## src/rtl/y86_memctl.sv

```systemverilog
// ---------------------------------------------------------------------------
// y86_memctl -- data-memory access controller for a Y86 core.
//
// The core hands over one 32-bit access with a byte address of any alignment.
// The controller checks that the access is legal, splits it into word-aligned
// memory cycles, and reports completion with a one-cycle done pulse.
//   - A read that straddles two words fetches both words and funnel-shifts
//     them into the result.
//   - A write that straddles two words is a read-modify-write: both words
//     are fetched, the new bytes are merged in, and both words are written
//     back.
//
// Memory model assumed: synchronous read. The word for the mem_addr_o driven
// in cycle N appears on mem_dataout_i in cycle N+1.
//
// Address map:
//   RAM : byte addresses 0x000..0x17F. Every byte of the access must fall
//         inside RAM; an access whose end address wraps past 32 bits is
//         rejected.
//   IO  : aligned words at 0x180, 0x184, 0x188 and 0x18C only.
//         0x180 is read-only.
//   Any other access finishes with err_o=1 and issues no memory cycles.
//
// Configuration macro:
//   Y86_MEMCTL_UNALIGNED_EN
//     Defined   : unaligned RAM accesses are supported (two-word reads and
//                 read-modify-write).
//     Undefined : any access with vaddr[1:0] != 0 is rejected, and the
//                 second-word states (RD_HI, WR_HI) are never entered.
//
// Ports:
//   clk_i          system clock, rising edge
//   reset_ni       asynchronous active-low reset
//   req_i          access request, sampled only while ready_o=1
//   wr_i           1=write, 0=read (sampled with req_i)
//   vaddr_i        byte address (sampled with req_i)
//   wdata_i        little-endian write word (sampled with req_i)
//   ready_o        high only while idle
//   done_o         one-cycle completion pulse
//   err_o          valid with done_o; 1=access rejected
//   rdata_o        registered read result, held until the next access
//   mem_addr_o     word-aligned memory address (0 when no cycle is active)
//   mem_datain_o   memory write data (0 when mem_we_o=0)
//   mem_we_o       memory write strobe, one cycle per word written
//   mem_dataout_i  memory read data, one cycle after mem_addr_o
// ---------------------------------------------------------------------------
module y86_memctl (
  input  logic        clk_i,
  input  logic        reset_ni,
  input  logic        req_i,
  input  logic        wr_i,
  input  logic [31:0] vaddr_i,
  input  logic [31:0] wdata_i,
  output logic        ready_o,
  output logic        done_o,
  output logic        err_o,
  output logic [31:0] rdata_o,
  output logic [31:0] mem_addr_o,
  output logic [31:0] mem_datain_o,
  output logic        mem_we_o,
  input  logic [31:0] mem_dataout_i
);

  localparam logic [2:0] S_IDLE   = 3'd0;
  localparam logic [2:0] S_RD_LO  = 3'd1;
  localparam logic [2:0] S_RD_HI  = 3'd2;
  localparam logic [2:0] S_RD_CAP = 3'd3;
  localparam logic [2:0] S_WR_LO  = 3'd4;
  localparam logic [2:0] S_WR_HI  = 3'd5;
  localparam logic [2:0] S_DONE   = 3'd6;

  localparam logic [32:0] RAM_LIMIT = 33'h0_0000_0180;

  // -------------------------------------------------------------------------
  // State and latched request
  // -------------------------------------------------------------------------
  logic [2:0]  state_q, state_d;
  logic        wr_q,    wr_d;
  logic [31:0] addr_q,  addr_d;
  logic [31:0] wdata_q, wdata_d;
  logic        err_q,   err_d;
  logic [31:0] lo_q,    lo_d;     // first word of a straddling access
  logic [31:0] hi_q,    hi_d;     // second word of a straddling access
  logic [31:0] rdata_q, rdata_d;

  // -------------------------------------------------------------------------
  // Legality check. It looks at the raw inputs because the decision is taken
  // in the same cycle the request is accepted.
  // -------------------------------------------------------------------------
  logic [32:0] end_addr;
  logic        ram_ok;
  logic        io_ok;
  logic        legal;

  // The adder is 33 bits wide. A carry out of bit 31 makes the sum at least
  // 2^32, so the single range compare also rejects wrapped accesses.
  assign end_addr = {1'b0, vaddr_i} + 33'd3;
  assign ram_ok   = (end_addr < RAM_LIMIT);
  assign io_ok    = (vaddr_i[31:4] == 28'h000_0018) && (vaddr_i[1:0] == 2'b00) &&
                    !(wr_i && (vaddr_i[3:2] == 2'b00));

`ifdef Y86_MEMCTL_UNALIGNED_EN
  assign legal = ram_ok || io_ok;
`else
  assign legal = (ram_ok || io_ok) && (vaddr_i[1:0] == 2'b00);
`endif

  // -------------------------------------------------------------------------
  // Datapath derived from the latched request
  // -------------------------------------------------------------------------
  logic [31:0] base;
  logic [1:0]  k;
  logic        unaligned;
  logic [4:0]  shamt;
  logic [63:0] rd_pair;
  logic [63:0] wr_mask;
  logic [63:0] merged;

  assign base  = {addr_q[31:2], 2'b00};
  assign k     = addr_q[1:0];
  assign shamt = {k, 3'b000};

`ifdef Y86_MEMCTL_UNALIGNED_EN
  assign unaligned = (k != 2'b00);
`else
  assign unaligned = 1'b0;
`endif

  // Read result: the two-word window shifted down by k bytes. The second
  // word is taken straight from the memory bus in RD_CAP.
  assign rd_pair = {mem_dataout_i, lo_q} >> shamt;

  // Write merge: the four bytes of wdata replace bytes k..k+3 of the
  // two-word window; every other byte keeps the value that was read.
  // When k=0 the low word is exactly wdata.
  assign wr_mask = 64'h0000_0000_FFFF_FFFF << shamt;
  assign merged  = ({hi_q, lo_q} & ~wr_mask) | ({32'h0, wdata_q} << shamt);

  // -------------------------------------------------------------------------
  // Next-state logic
  // -------------------------------------------------------------------------
  always_comb begin
    state_d = state_q;
    wr_d    = wr_q;
    addr_d  = addr_q;
    wdata_d = wdata_q;
    err_d   = err_q;
    lo_d    = lo_q;
    hi_d    = hi_q;
    rdata_d = rdata_q;

    case (state_q)
      S_IDLE: begin
        if (req_i) begin
          wr_d    = wr_i;
          addr_d  = vaddr_i;
          wdata_d = wdata_i;
          err_d   = !legal;
          if (!legal)
            state_d = S_DONE;
          else if (wr_i && (vaddr_i[1:0] == 2'b00))
            state_d = S_WR_LO;
          else
            state_d = S_RD_LO;   // reads, and the read half of an unaligned write
        end
      end

      S_RD_LO: state_d = unaligned ? S_RD_HI : S_RD_CAP;

      S_RD_HI: begin
        lo_d    = mem_dataout_i;
        state_d = S_RD_CAP;
      end

      S_RD_CAP: begin
        if (unaligned) hi_d = mem_dataout_i;
        else           lo_d = mem_dataout_i;
        // A write passes through here only to fetch the old bytes, so the
        // previous read result stays on rdata_o.
        if (!wr_q) rdata_d = unaligned ? rd_pair[31:0] : mem_dataout_i;
        state_d = wr_q ? S_WR_LO : S_DONE;
      end

      S_WR_LO: state_d = unaligned ? S_WR_HI : S_DONE;

      S_WR_HI: state_d = S_DONE;

      S_DONE:  state_d = S_IDLE;

      default: state_d = S_IDLE;
    endcase
  end

  // -------------------------------------------------------------------------
  // State registers. Reset aborts an access immediately. A write cut off
  // after its first word stays partly written.
  // -------------------------------------------------------------------------
  always_ff @(posedge clk_i or negedge reset_ni) begin
    if (!reset_ni) begin
      state_q <= S_IDLE;
      wr_q    <= 1'b0;
      addr_q  <= 32'h0;
      wdata_q <= 32'h0;
      err_q   <= 1'b0;
      lo_q    <= 32'h0;
      hi_q    <= 32'h0;
      rdata_q <= 32'h0;
    end else begin
      state_q <= state_d;
      wr_q    <= wr_d;
      addr_q  <= addr_d;
      wdata_q <= wdata_d;
      err_q   <= err_d;
      lo_q    <= lo_d;
      hi_q    <= hi_d;
      rdata_q <= rdata_d;
    end
  end

  // -------------------------------------------------------------------------
  // Outputs. They decode the state register, so an asynchronous reset
  // returns them to idle values at once.
  // -------------------------------------------------------------------------
  always_comb begin
    mem_addr_o   = 32'h0;
    mem_datain_o = 32'h0;
    mem_we_o     = 1'b0;
    case (state_q)
      S_RD_LO: mem_addr_o = base;
      S_RD_HI: mem_addr_o = base + 32'd4;
      S_WR_LO: begin
        mem_addr_o   = base;
        mem_datain_o = merged[31:0];
        mem_we_o     = 1'b1;
      end
      S_WR_HI: begin
        mem_addr_o   = base + 32'd4;
        mem_datain_o = merged[63:32];
        mem_we_o     = 1'b1;
      end
      default: ;
    endcase
  end

  assign ready_o = (state_q == S_IDLE);
  assign done_o  = (state_q == S_DONE);
  assign err_o   = (state_q == S_DONE) && err_q;
  assign rdata_o = rdata_q;

endmodule
```

## config.mk

```make
export PLATFORM = sky130hd
export DESIGN_NAME = y86_memctl
export DESIGN_NICKNAME = d
export VERILOG_FILES = /design/src/rtl/y86_memctl.sv
export SDC_FILE = /design/constraint.sdc
export NUM_CORES = 1
export LEC_CHECK = 0
export BUFFER_PORTS_ARGS = -buffer_cell sky130_fd_sc_hd__buf_2
export CORE_UTILIZATION = 50
export CTS_BUF_LIST = sky130_fd_sc_hd__clkbuf_8
export CTS_CLUSTER_DIAMETER = 30
export CTS_CLUSTER_SIZE = 28
export DETAILED_ROUTE_END_ITERATION = 12
export GPL_ROUTABILITY_DRIVEN = 1
export PLACE_DENSITY = 0.77
export SETUP_SLACK_MARGIN = 0.02
export SYNTH_ARGS = -nofsm -noshare
export SYNTH_HDL_FRONTEND = slang
export SYNTH_SLANG_ARGS = --single-unit
```

## constraint.sdc

```tcl
create_clock -name clk_i -period 2.93 [get_ports clk_i]
set_input_delay 0.1465 -clock clk_i [delete_from_list [all_inputs] [get_ports clk_i]]
set_output_delay 0.1465 -clock clk_i [all_outputs]
set_load 0.05 [all_outputs]
```

Word-level counts from Yosys, hierarchy flattened
Index checks and enable logic that the tools add are counted.
Cells by class
  $add $sub $neg: 2
  $lt $le $gt $ge: 1
  equality and inequality tests: 8
  shift operators: 2
  muxes and demuxes: 8
  bitwise gates (word level): 4
  reductions and logical operators: 19
Operator list (number)
  $pmux 32 s2: 2
  $and 32x64->64: 1
  $not 64->64: 1
  $or 64x64->64: 1
  $shl 32x5->64: 1
  $shl 32x5->64 const A: 1
  $add 32x2->33 const B: 1
  $lt 33x9->1 const B: 1
  $add 32x3->32 const B: 1
  $eq 28x5->1 const B: 1
  $pmux 3 s4: 1
  $reduce_or 2->1: 5
  $eq 3x3->1 const B: 3
  $mux 3: 3
  $eq 3x2->1 const B: 2
  $logic_and 1x1->1: 6
  $logic_not 2->1: 2
  $reduce_and 2->1: 2
  $eq 3x1->1 const B: 1
  $logic_not 3->1: 1
  $logic_not 1->1: 2
  $mux 2: 1
  $ne 2x2->1 const B: 1
  $logic_or 1x1->1: 1
  2 further kinds: 2
Word-level totals
  flip-flop bits (word level): 133
  input port bits: 100
  output and inout bits: 100
  word-level logic and storage cells: 51

Depth between registers and ports, before layout
  word-level depth: 9
  gate-level depth with buffers: 9
  depth with buffers taken out: 9

Least setup slack after synthesis
No wires, ideal clock.
  path kind: reg2out
  start: register state_q[1]
  end: output port mem_addr_o[19]
  arrival: 2.878 ns
  data required time: 2.784 ns
  path slack: -0.094 ns
  stages on the path, launching flop included: 6
  buffers on the path: 2
  path through: dfrtp_1 > clkbuf_1 > nand2b_1 > o22a_1 > clkbuf_1 > o41ai_1
On the way
  cells in the longest elaborated chain, start to end: 3
RTL lines
  start, declared: RTL line 77  | logic [2:0] state_q, state_d;
  start signal, assigned: RTL line 209  | state_q <= state_d;
  $eq 3x3->1, or another cell as far along: RTL line 228  | case (state_q)
  $reduce_or 2->1 (no line)
  $pmux 32 s2 (*): RTL line 228
  end, declared: RTL line 58  | output logic [31:0] mem_addr_o,
Every way passes the cells marked *; elsewhere a longest branch is shown, timed or not.

Final worst setup path
  start: register addr_q[3]
  end: output port mem_addr_o[30]
On the way
  cells in the longest elaborated chain, start to end: 2
RTL lines
  start, declared: RTL line 79  | logic [31:0] addr_q, addr_d;
  start signal, assigned: RTL line 211  | addr_q <= addr_d;
  $add 32x3->32: RTL line 230, 237
  $pmux 32 s2: RTL line 228
No other way between the ends.

==> flow_summary.yaml <==
status:
  status: "finished clean"
synthesis:
  ys_types: 60
  synth.cells.most_frequent: "nand2_1 (228), dfrtp_1 (125), mux2_2 (71)"
  yosysTopAreaCell: "dfrtp_1"
  ys_seq_area_frac: 0.442
  ys.flop_type: "dfrtp_1"
  avgSynthCellArea_um2: 8.74
  synthTopCellsByArea: "dfrtp_1 (44%), nand2_1 (12%), mux2_2 (11%), o21ai_0 (3.8%), a211oi_1 (3.4%)"
  synth_top_area_frac: 0.442
  synthArstFlopShare: 1.00
  synth.most_common_cell: "nand2_1"
  yosys_warnings: 0
  yosys_register_bits: 125
  synth_cells: 809
  synth_edf_count: 0
  synthesis.area_um2: 7070
place:
  numPortBuffers: 197
  pre_cts_slack_ns: 0.322
  place.gp.congestion: 0.917
  dp_cells: 1150
  hpwl_um: 14600
  postPlaceCellArea_um2: 8240
clock_tree:
  numCtsBuffers: 17
  insertion_delay_ns: 0.44
  cts_root_buffer: "clkbuf_8"
  cts_tree: "yes"
  cts_max_level: 4
  cts_buffer_depth: 2
  clk_pin_slew_ns: 0.08
  clock-sinks: 125
min_path:
  hp-start: "req_i"
  hp-class: "in2reg"
  min_to: "state_q[1]"
  holdPathStages: 3
critical_path:
  reg2reg_from: "state_q[2]"
  cp-end-kind: "primary output"
  critPathMaxStageDelay_ns: 0.42
  crit_path_frequent_cell: "and3_4"
  worstSetupPathType: "reg2out"
  worstPathRequired_ns: 2.78
  crit_cells: 10
  worstSetupStartpointType: "register"
  path_cells: "ha_4 -> and3_4 -> nand3_4 -> nor4_4 -> and3_4 -> and3_4 -> nand3_2 -> xor2_1 -> o21ai_1 -> buf_6"
  arrival_ns: 2.67
  reg2reg_to: "wdata_q[12]"
  cp_slowest_cell: "dfrtp_1"
  critPathMaxFanout: 4
  critPathBufInv: 1
  worst_r2r_path_depth: 5
  r2r_slack_ns: 0.82
  critPathTopFamily: "simple AND/OR/NAND/NOR gates"
cells_and_area:
  fin_nets: 1197
  fin_area_um2: 9740
  fillers: 1075
  final_util: 0.704
  drive_gt1_frac: 0.320
  fin_cells: 1291
  areaGrowthSynthToFinish_pct: 37.8
grt:
  first_global_vias: 6676
  grt_pass1_wl_um: 34400
  antenna_found_initial: 1
  gr-total-overflow: 0
  track_usage: 0.307
  grt_max_degree: 60
job:
  max_cap_violations: 0
power:
  powerDensity_nw_per_um2: 1140
  p_leak_nw: 4.69
  finalPower_mw: 11.1
  peakVddDrop_mv: 0.807
sta:
  final.period_utilization: 0.962
  worst_pin_slew_ns: 0.702
  fin_ws_ns: 0.111
  hold_viol_final: 0
  slew_headroom: 0.530
  final_max_slew_viol_count: 0
  setup_viol: 0
  fmax_mhz: 355
  setup_tns_ns: 0
  whs_ns: 0.0322
  skew_ns: 0.00816
  period_needed_ns: 2.82
die:
  dieWidth_um: 121
  rows: 43
  initial_core_util: 0.511
  coreArea_um2: 13800
  die-height_um: 121
  die_area_um2: 14600
  pin_count: 200
drt:
  viasPerCell: 5.53
  dr.pass1.iters: 5
  post_drt_wl_per_cell_um: 17.3
  first_iter_violations: 633
  drtAntennaViolNets: 0
  num_vias: 7140
  wl_um: 22300
  drc: 0
==> worst max-delay path by stage <==
stage | start | to | slack [ns]
after floorplan | addr_q[12] | mem_addr_o[29] | 0.03
after CTS | addr_q[16] | mem_addr_o[30] | 0.02
after global routing | addr_q[3] | mem_addr_o[30] | -0.0008
final | addr_q[3] | mem_addr_o[30] | 0.11
after detailed placement | addr_q[2] | mem_addr_o[30] | 0.32
after global placement | addr_q[2] | mem_addr_o[30] | 0.35
==> area by class of cell <==
| class | count | area, um^2 | share of cell area |
|---|---|---|---|
| Clock buffer | 20 | 275 | 0.0283 |
| Inverter | 6 | 22.5 | 0.00231 |
| Timing Repair Buffer | 320 | 2190 | 0.225 |
| Sequential cell | 125 | 3130 | 0.321 |
| Antenna cell | 2 | 5.00 | 0.000514 |
| Tap cell | 180 | 225 | 0.0231 |
| Multi-Input combinational cell | 626 | 3780 | 0.388 |
| Clock inverter | 12 | 110 | 0.0113 |
==> tightest hold or removal path, cell delays in order <==
cell      delay (ns)
buf_2           0.13
o211ai_1        0.08
a22oi_1         0.07
==> logic make-up (layout without fill, tap and decap cells) <==
| family | Yosys count | in the layout | synth area share |
|---|---|---|---|
| simple gates | 381 | 381 | 0.245 |
| compound gates | 148 | 148 | 0.132 |
| flops | 125 | 125 | 0.442 |
| mux | 91 | 91 | 0.142 |
| buf+inv | 59 | 358 | 0.0326 |
| xor+xnor | 3 | 3 | 0.00372 |
| fa+ha+maj | 1 | 1 | 0.00177 |
| other cells | 1 | 4 | 0.000530 |
==> per-layer routing <==
layer / share of wire / track usage / vias up
li1: - / - / 3398
met1: 0.44 / 0.416 / 3355
met2: 0.46 / 0.477 / 325
met3: 0.070 / 0.0691 / 62
met4: 0.033 / 0.124 / 0
met5: 0 / 0 / -
==> cells in the final DEF (no fill, tap or decap), drive strengths merged, types with 4 or more instances in the layout <==
master | netlist | routed
or4 | 4 | 4
nor2 | 64 | 64
inv | 6 | 11
mux2 | 74 | 74
and3 | 13 | 13
dfrtp | 125 | 125
nand4 | 13 | 13
nor4 | 5 | 5
or3 | 4 | 4
a211oi | 32 | 32
o31ai | 6 | 6
o21ai | 56 | 56
nand3 | 16 | 16
a21oi | 23 | 23
mux2i | 17 | 17
nor3 | 7 | 7
and2 | 7 | 7
nor2b | 10 | 10
dlygate4sd3 | 0 | 97
a31oi | 6 | 6
nand2 | 228 | 228
buf | 13 | 223
a22oi | 11 | 11
clkbuf | 40 | 20
==> flip-flops by register name, indices dropped and copies added, names as in the netlist <==
| signal | cells |
|---|---|
| state_q | 3 |
| lo_q | 24 |
| wr_q | 1 |
| wdata_q | 32 |
| err_q | 1 |
| addr_q | 32 |
| rdata_o | 32 |
==> what timing repair did <==
item / in CTS / in global routing
pin swaps: 1 / 6
hold buffers: 97 / 0
endpoints found under the hold margin: 153 / 0
gates resized for setup: 4 / 14
setup endpoints to repair: 3 / 5
buffers inserted: 4 / 6
==> report_power, final <==
part,switching [mW],internal [mW]
registers,0.816,2.56
logic,4.14,2.08
clock network,0.733,0.743
No activity file was read; power rests on OpenSTA's default activity.
